`src/rtl/ntt_butterfly_if.sv`:
```
`default_nettype none
// ============================================================================
// Module      : ntt_butterfly_if
// Description : Bundles the sequencer handshake and the fqmul_32bit request
//               channel of the NTT butterfly controller.
// Revision    : 1.0 - initial release
// ============================================================================
interface ntt_butterfly_if #(
  parameter int WIDTH = 32
);
  // Sequencer side
  logic                    start;
  logic                    mode;
  logic signed [WIDTH-1:0] in_a;
  logic signed [WIDTH-1:0] in_b;
  logic signed [WIDTH-1:0] zeta;
  logic                    busy;
  logic                    done;
  logic signed [WIDTH-1:0] out_a;
  logic signed [WIDTH-1:0] out_b;
  // Multiplier side
  logic                    mul_start;
  logic signed [WIDTH-1:0] mul_a;
  logic signed [WIDTH-1:0] mul_b;
  logic                    mul_done;
  logic signed [WIDTH-1:0] mul_reduce;

  // The butterfly itself
  modport slave (
    input  start, mode, in_a, in_b, zeta, mul_done, mul_reduce,
    output busy, done, out_a, out_b, mul_start, mul_a, mul_b
  );

  // The environment: address sequencer plus multiplier
  modport master (
    output start, mode, in_a, in_b, zeta, mul_done, mul_reduce,
    input  busy, done, out_a, out_b, mul_start, mul_a, mul_b
  );
endinterface
`default_nettype wire

```
`src/rtl/ntt_butterfly.sv`:
```
`default_nettype none
// ============================================================================
// Module      : ntt_butterfly
// Description : Sequential radix-2 butterfly controller (Dilithium, q=8380417).
//               Forward Cooley-Tukey (mode=0) or inverse Gentleman-Sande
//               (mode=1) on signed WIDTH-bit coefficients, using an external
//               Montgomery multiplier through a start/done request channel.
// Revision    : 1.0 - initial release
// ============================================================================
module ntt_butterfly #(
  parameter int WIDTH = 32
) (
  input  logic           clock,
  input  logic           reset,
  ntt_butterfly_if.slave bus
);

  typedef enum logic [2:0] {
    IDLE  = 3'd0,
    PRE   = 3'd1,
    MREQ  = 3'd2,
    MWAIT = 3'd3,
    FIN   = 3'd4
  } state_t;

  state_t                  state;
  logic                    rmode;
  logic signed [WIDTH-1:0] ra;
  logic signed [WIDTH-1:0] rb;
  logic signed [WIDTH-1:0] sum;

  // Control FSM with registered outputs. mul_a doubles as the latched
  // twiddle and mul_b as the GS difference register, so both are already
  // stable when MREQ raises mul_start. The results are formed on the edge
  // entering FIN so that out_a/out_b are valid together with done; all
  // add/sub wraps at WIDTH bits with no modular correction.
  always_ff @(posedge clock or negedge reset) begin
    if (!reset) begin
      state         <= IDLE;
      rmode         <= 1'b0;
      ra            <= '0;
      rb            <= '0;
      sum           <= '0;
      bus.busy      <= 1'b0;
      bus.done      <= 1'b0;
      bus.out_a     <= '0;
      bus.out_b     <= '0;
      bus.mul_start <= 1'b0;
      bus.mul_a     <= '0;
      bus.mul_b     <= '0;
    end else begin
      bus.mul_start <= 1'b0;
      bus.done      <= 1'b0;
      case (state)
        IDLE: begin
          if (bus.start) begin
            rmode     <= bus.mode;
            ra        <= bus.in_a;
            rb        <= bus.in_b;
            bus.mul_a <= bus.zeta;
            bus.mul_b <= bus.in_b;
            bus.busy  <= 1'b1;
            if (bus.mode) begin
              state <= PRE;
            end else begin
              state         <= MREQ;
              bus.mul_start <= 1'b1;
            end
          end
        end
        PRE: begin
          sum           <= ra + rb;
          bus.mul_b     <= ra - rb;
          bus.mul_start <= 1'b1;
          state         <= MREQ;
        end
        MREQ: begin
          // A mul_done arriving here belongs to nothing we issued.
          state <= MWAIT;
        end
        MWAIT: begin
          if (bus.mul_done) begin
            bus.done <= 1'b1;
            state    <= FIN;
            if (rmode) begin
              bus.out_a <= sum;
              bus.out_b <= bus.mul_reduce;
            end else begin
              bus.out_a <= ra + bus.mul_reduce;
              bus.out_b <= ra - bus.mul_reduce;
            end
          end
        end
        FIN: begin
          bus.busy <= 1'b0;
          state    <= IDLE;
        end
        default: begin
          bus.busy <= 1'b0;
          state    <= IDLE;
        end
      endcase
    end
  end

endmodule
`default_nettype wire

```
`src/flat_wrapper.sv`:
```
// flat-port wrapper written by rule: the top's interface ports become plain ports
module ntt_butterfly_flat 
#(
  parameter int WIDTH = 32
)
  (clock, reset, bus_start, bus_mode, bus_in_a, bus_in_b, bus_zeta, bus_mul_done, bus_mul_reduce, bus_busy, bus_done, bus_out_a, bus_out_b, bus_mul_start, bus_mul_a, bus_mul_b);
  ntt_butterfly_if #(.WIDTH(WIDTH)) bus_i ();
  input  logic clock;
  input  logic reset;
  input wire logic [$bits(bus_i.start)-1:0] bus_start;
  input wire logic [$bits(bus_i.mode)-1:0] bus_mode;
  input wire logic [$bits(bus_i.in_a)-1:0] bus_in_a;
  input wire logic [$bits(bus_i.in_b)-1:0] bus_in_b;
  input wire logic [$bits(bus_i.zeta)-1:0] bus_zeta;
  input wire logic [$bits(bus_i.mul_done)-1:0] bus_mul_done;
  input wire logic [$bits(bus_i.mul_reduce)-1:0] bus_mul_reduce;
  output wire logic [$bits(bus_i.busy)-1:0] bus_busy;
  output wire logic [$bits(bus_i.done)-1:0] bus_done;
  output wire logic [$bits(bus_i.out_a)-1:0] bus_out_a;
  output wire logic [$bits(bus_i.out_b)-1:0] bus_out_b;
  output wire logic [$bits(bus_i.mul_start)-1:0] bus_mul_start;
  output wire logic [$bits(bus_i.mul_a)-1:0] bus_mul_a;
  output wire logic [$bits(bus_i.mul_b)-1:0] bus_mul_b;
  assign bus_i.start = bus_start;
  assign bus_i.mode = bus_mode;
  assign bus_i.in_a = bus_in_a;
  assign bus_i.in_b = bus_in_b;
  assign bus_i.zeta = bus_zeta;
  assign bus_i.mul_done = bus_mul_done;
  assign bus_i.mul_reduce = bus_mul_reduce;
  assign bus_busy = bus_i.busy;
  assign bus_done = bus_i.done;
  assign bus_out_a = bus_i.out_a;
  assign bus_out_b = bus_i.out_b;
  assign bus_mul_start = bus_i.mul_start;
  assign bus_mul_a = bus_i.mul_a;
  assign bus_mul_b = bus_i.mul_b;
  ntt_butterfly #(.WIDTH(WIDTH)) u_core (.clock(clock), .reset(reset), .bus(bus_i));
endmodule
```
`config.mk`:
```
export PLATFORM = sky130hd
export DESIGN_NAME = ntt_butterfly_flat
export DESIGN_NICKNAME = d
export VERILOG_FILES = /design/src/rtl/ntt_butterfly_if.sv /design/src/rtl/ntt_butterfly.sv /design/src/flat_wrapper.sv
export SDC_FILE = /design/constraint.sdc
export NUM_CORES = 1
export LEC_CHECK = 0
export CORE_ASPECT_RATIO = 1.75
export CORE_MARGIN = 2
export CORE_UTILIZATION = 45
export CTS_BUF_LIST = sky130_fd_sc_hd__clkbuf_8
export CTS_CLUSTER_DIAMETER = 50
export DETAILED_ROUTE_END_ITERATION = 7
export PLACE_DENSITY_LB_ADDON = 0.3
export SLEW_MARGIN = 20
export SYNTH_ARGS = -nofsm -noshare
export SYNTH_HDL_FRONTEND = slang
export SYNTH_SLANG_ARGS = --single-unit
export TNS_END_PERCENT = 10
```
`constraint.sdc`:
```
create_clock -name clock -period 7.85 [get_ports clock]
set_clock_uncertainty 0.1 [all_clocks]
set_input_delay 1.1775 -clock clock [delete_from_list [all_inputs] [get_ports clock]]
set_output_delay 1.1775 -clock clock [all_outputs]
set_load 0.02 [all_outputs]
```
# After elaboration in Yosys (flattened, before gate mapping)
# Cells that the tools add are included.
totals:
  out_inout_bits: 131
  word_cells: 45
  regBits: 231
  inputBits: 133
classes:
  bitwise: 1
  addsub: 4
  mux: 15
  reduce_logical: 8
  n_eq_ne: 5
op_table:
  columns: ["op", "n"]
  rows:
  - ["32-bit two-way mux", 3]
  - ["32-bit adder", 2]
  - ["32-bit case mux with 2 select lines", 1]
  - ["32-bit subtractor", 2]
  - ["3-bit case mux with 4 select lines", 1]
  - ["2-bit AND reduction", 5]
  - ["3-bit by 2-bit equality test with 1-bit output, second input constant", 2]
  - ["3-bit two-way mux", 2]
  - ["1-bit two-way mux", 5]
  - ["2-bit inequality test, second input constant", 2]
  - ["1-bit case mux with 2 select lines", 2]
  - ["3-bit by 1-bit equality test with 1-bit output, second input constant", 1]
  - ["3-bit logical NOT", 1]
  - ["3-bit OR reduction", 1]
  - ["2-bit two-way mux", 1]
  - ["2-bit nonzero test", 1]
  - ["1-bit NOT", 1]

# Longest topological paths before layout
depth:
  word_depth: 4
  depth_mapped: 15
  ltp_nobuf: 14

# Worst setup path before layout
# No wires, ideal clock.
synth_path:
  path_type: "input to register"
  from: "input bus_mul_reduce[0]"
  to: "register u_core.bus.out_a[20]"
  t_required_ps: 7620
  setup_slack_ps: 3943
  arrival_ps: 3677
  path_stages: 13
  cell_sequence: "ha_1 > fa_1 > nor2b_1 > o311ai_1 > a2111oi_1 > a211oi_2 > nor2_1 > o21bai_1 > a21oi_1 > o41a_1 > xnor2_1 > mux2i_1 > o21ai_1"
synth_between:
  elab_chain_len: 2
synth_lines:
  columns: ["element", "line_no", "rtl"]
  rows:
  - ["start, declared", "flat_wrapper.sv:16", "input wire logic [$bits(bus_i.mul_reduce)-1:0] bus_mul_reduce;"]
  - ["32-bit adder", "ntt_butterfly.sv:89", "bus.out_a <= ra + bus.mul_reduce;"]
  - ["32-bit two-way mux", "ntt_butterfly.sv:85", "if (rmode) begin"]
  - ["end signal, assigned", "ntt_butterfly.sv:86", "bus.out_a <= sum;"]
  - ["end signal, assigned", "ntt_butterfly.sv:89", null]
  - ["end, declared", "ntt_butterfly_if.sv:31", "output busy, done, out_a, out_b, mul_start, mul_a, mul_b"]
# Every way passes these cells.
# A chain may end at the register's enable or synchronous reset.

# Worst setup path after layout
# Ends and elaborated chain as after synthesis.

==> results.toml <==
[run_status]
status = "finished, final reports clean"

[sta]
layout_setup_ws_ns = 3.604
slew_violations = 0
relSlewSlack_pct = 37.26
setup_viol = 0
worst_pin_slew_ns = 0.9412
finalCritPeriodShare_pct = 54.09
fmax_mhz = 235.5
layout_min_cycle_time_ns = 4.246
rsz0062_at_grt = "no"
tns_ns = 0
hold_viol_final = 0

[pwr]
internal-power_mw = 4.894
seqPwrFrac_pct = 24.5
swShare_pct = 48.59
powerDensity_nw_per_um2 = 496.8
pwr-share-clk_pct = 12.5
irDropWorstVdd_mv = 0.2675
p_leak_nw = 8.932
power_switching_mw = 4.625
comb_power_share_pct = 63.0

[setup_path]
arrival_ns = 4.56
r2r_cells = 13
end_kind = "flop"
critPathKind = "input port to flop"
cp-start-kind = "input port"
cp.required_ns = 8.17
critical_path_peak_fanout = 4

[clocking]
clk_latency_ns = 0.59
post-cts-setup-buffers = 0
cts_resized = 0
cts.sinks = 231
cts_buffers = 39
htree_levels = 2
clkSlewWorstSetupHoldPaths_ns = 0.06
clockRootBuffer = "clkbuf_8"
cts_hold_repair.buffers = 0
clock_path_buffers = 3
cts_tree = "built"

[placement]
dp_hpwl_um = 37350
gp_congestion = 0.9393
numPortBuffers = 263
pre_cts_slack_ns = 3.044

[yosys]
ys_seq_elements = 231
synthArstFlopShare_pct = 100.0
synth_seq_area_share_pct = 37.46
yosysWarnings = 0
synthesis.area_um2 = 15430
syn_avg_cell_area_um2 = 8.101
synth_cells = 1905
synth_edf_count = 0
ys_types = 76
syn_nets = 2166
synth_top_flop_cell = "dfrtp_1"

[floorplanning]
die_w_um = 144.0
die_area_um2 = 35850
coreArea_um2 = 33740
io_pins = 264
start_util_pct = 45.74
num_rows = 89
die_y_um = 249.0

[route]
wl_per_cell_um = 18.80
finalWirelength_um = 48810
ant_nets = 0
vias = 14000
avgViaCountPerCell = 5.394
drcViolationCount = 0
dr.pass1.iters = 5
drt_iter0_markers = 727

[global_routing]
grt_pass1_vias = 14300
antenna_found_initial = 1
grt_max_degree = 107
grt_use_total_pct = 27.28
grt_pass1_wl_um = 76010
gr-total-overflow = 0

[job]
maxCapViolCount = 0

[worst_hold_path]
hold_class = "flop to flop"
holdPathStages = 2

[finish]
final_cell_mix = "nand2_1 (385), clkdlybuf4s50_1 (262), dfrtp_1 (230), a21oi_1 (156), nor2_1 (139)"
drive_gt1_share_pct = 4.722
layout.nets = 2372
syn_to_final_growth_pct = 24.14
final_common_cell = "nand2_1"
post-route-util_pct = 56.78
## cells by family after synthesis
family                   Yosys count  synth area share, %
adder cells (fa/ha/maj)          128                10.57
flip-flops                       231                37.46
multiplexers                      22                1.443
AO/OA/AOI/OAI                    502                19.89
buffers and inverters            230                5.716
AND/OR/NAND/NOR                  688                19.02
XOR/XNOR                         104                5.902
## power by group through the flow
stage	logic [mW]	clock network, mW	registers, mW
after detailed placement	5.97	0	2.35
final	5.99	1.19	2.33
after global placement	5.90	0	2.34
after global routing	6.60	1.27	2.39
after floorplan	3.84	0	2.47
after CTS	6.01	1.22	2.34
## state kept, by name (all words and copies together), names as in the netlist
name                  flops
u_core.bus.done           1
u_core.bus.mul_start      1
u_core.bus.out_a         32
u_core.bus.mul_a         32
u_core.state              3
u_core.rb                32
u_core.rmode              1
u_core.sum               32
u_core.bus.busy           1
u_core.bus.out_b         32
u_core.bus.mul_b         32
u_core.ra                32
## worst max-delay path, stage by stage
cell,delay [ns]
clkdlybuf4s50_1,0.46
ha_1,0.26
fa_1,0.42
nor2b_1,0.17
o311ai_1,0.41
a2111oi_1,0.21
a211oi_2,0.43
nor2_1,0.07
o21bai_1,0.17
a21oi_1,0.11
o41a_1,0.33
xnor2_1,0.13
mux2i_1,0.13
o21ai_1,0.08
## per-stage QoR
step                      instance area [µm²]  cells  hold slack, ns  power (mW)
after floorplan                         15430   1905          0.3390       6.313
after global placement                  18310   2525          0.3581       8.240
after detailed placement                18310   2525          0.3614       8.325
after CTS                               19150   2594          0.3764       9.571
after global routing                    19160   2595          0.3935       10.26
final                                   19160   2596          0.3728       9.519
## cell usage after synthesis, drive strengths merged (10+ instances only)
master | count | share of area (%)
o31ai | 12 | 0.62
or3 | 10 | 0.41
mux2i | 20 | 1.3
o21ai | 165 | 5.4
nor2 | 141 | 3.4
dfrtp | 231 | 37
nor3 | 38 | 1.2
nand2 | 387 | 9.4
a21o | 27 | 1.3
xor2 | 16 | 0.91
o211ai | 33 | 1.6
a21oi | 157 | 5.1
ha | 124 | 10
o21bai | 32 | 1.6
nand2b | 22 | 0.89
xnor2 | 88 | 5.0
inv | 123 | 3.0
nor2b | 22 | 0.94
a31oi | 10 | 0.45
nand3 | 26 | 0.84
buf | 18 | 0.56
clkbuf | 89 | 2.2
## area by class of cell
cell class	count	area (µm²)
Clock buffer	49	674.4
Inverter	123	461.7
Sequential cell	231	5784
Fill cell	3155	14580
Antenna cell	2	5.005
Clock inverter	20	173.9
Tap cell	455	569.3
Multi-Input combinational cell	1444	8785
Timing Repair Buffer	272	2705
## layer usage
metal | vias to the layer above | track usage (%) | part of all wire, %
met1 | 6601 | 27.72 | 34
met5 | - | 0 | 0
met2 | 414 | 49.27 | 52
met3 | 136 | 4.575 | 5.0
met4 | 0 | 19.50 | 8.5
li1 | 6853 | - | -
## path summary, 6_finish.rpt
check / endpoint / slack [ns] / startpoint
min: u_core.bus.mul_a[10] / 0.37 / u_core.bus.mul_a[10]
max reg2reg: u_core.bus.mul_b[30] / 4.16 / u_core.ra[1]
max: u_core.bus.out_a[20] / 3.60 / bus_mul_reduce[0]
min in group asynchronous: u_core.bus.mul_a[18] / 0.54 / reset
min reg2reg: u_core.bus.mul_a[10] / 0.37 / u_core.bus.mul_a[10]
max in group asynchronous: u_core.bus.out_b[12] / 5.60 / reset
(Power assumes the default switching activity.)
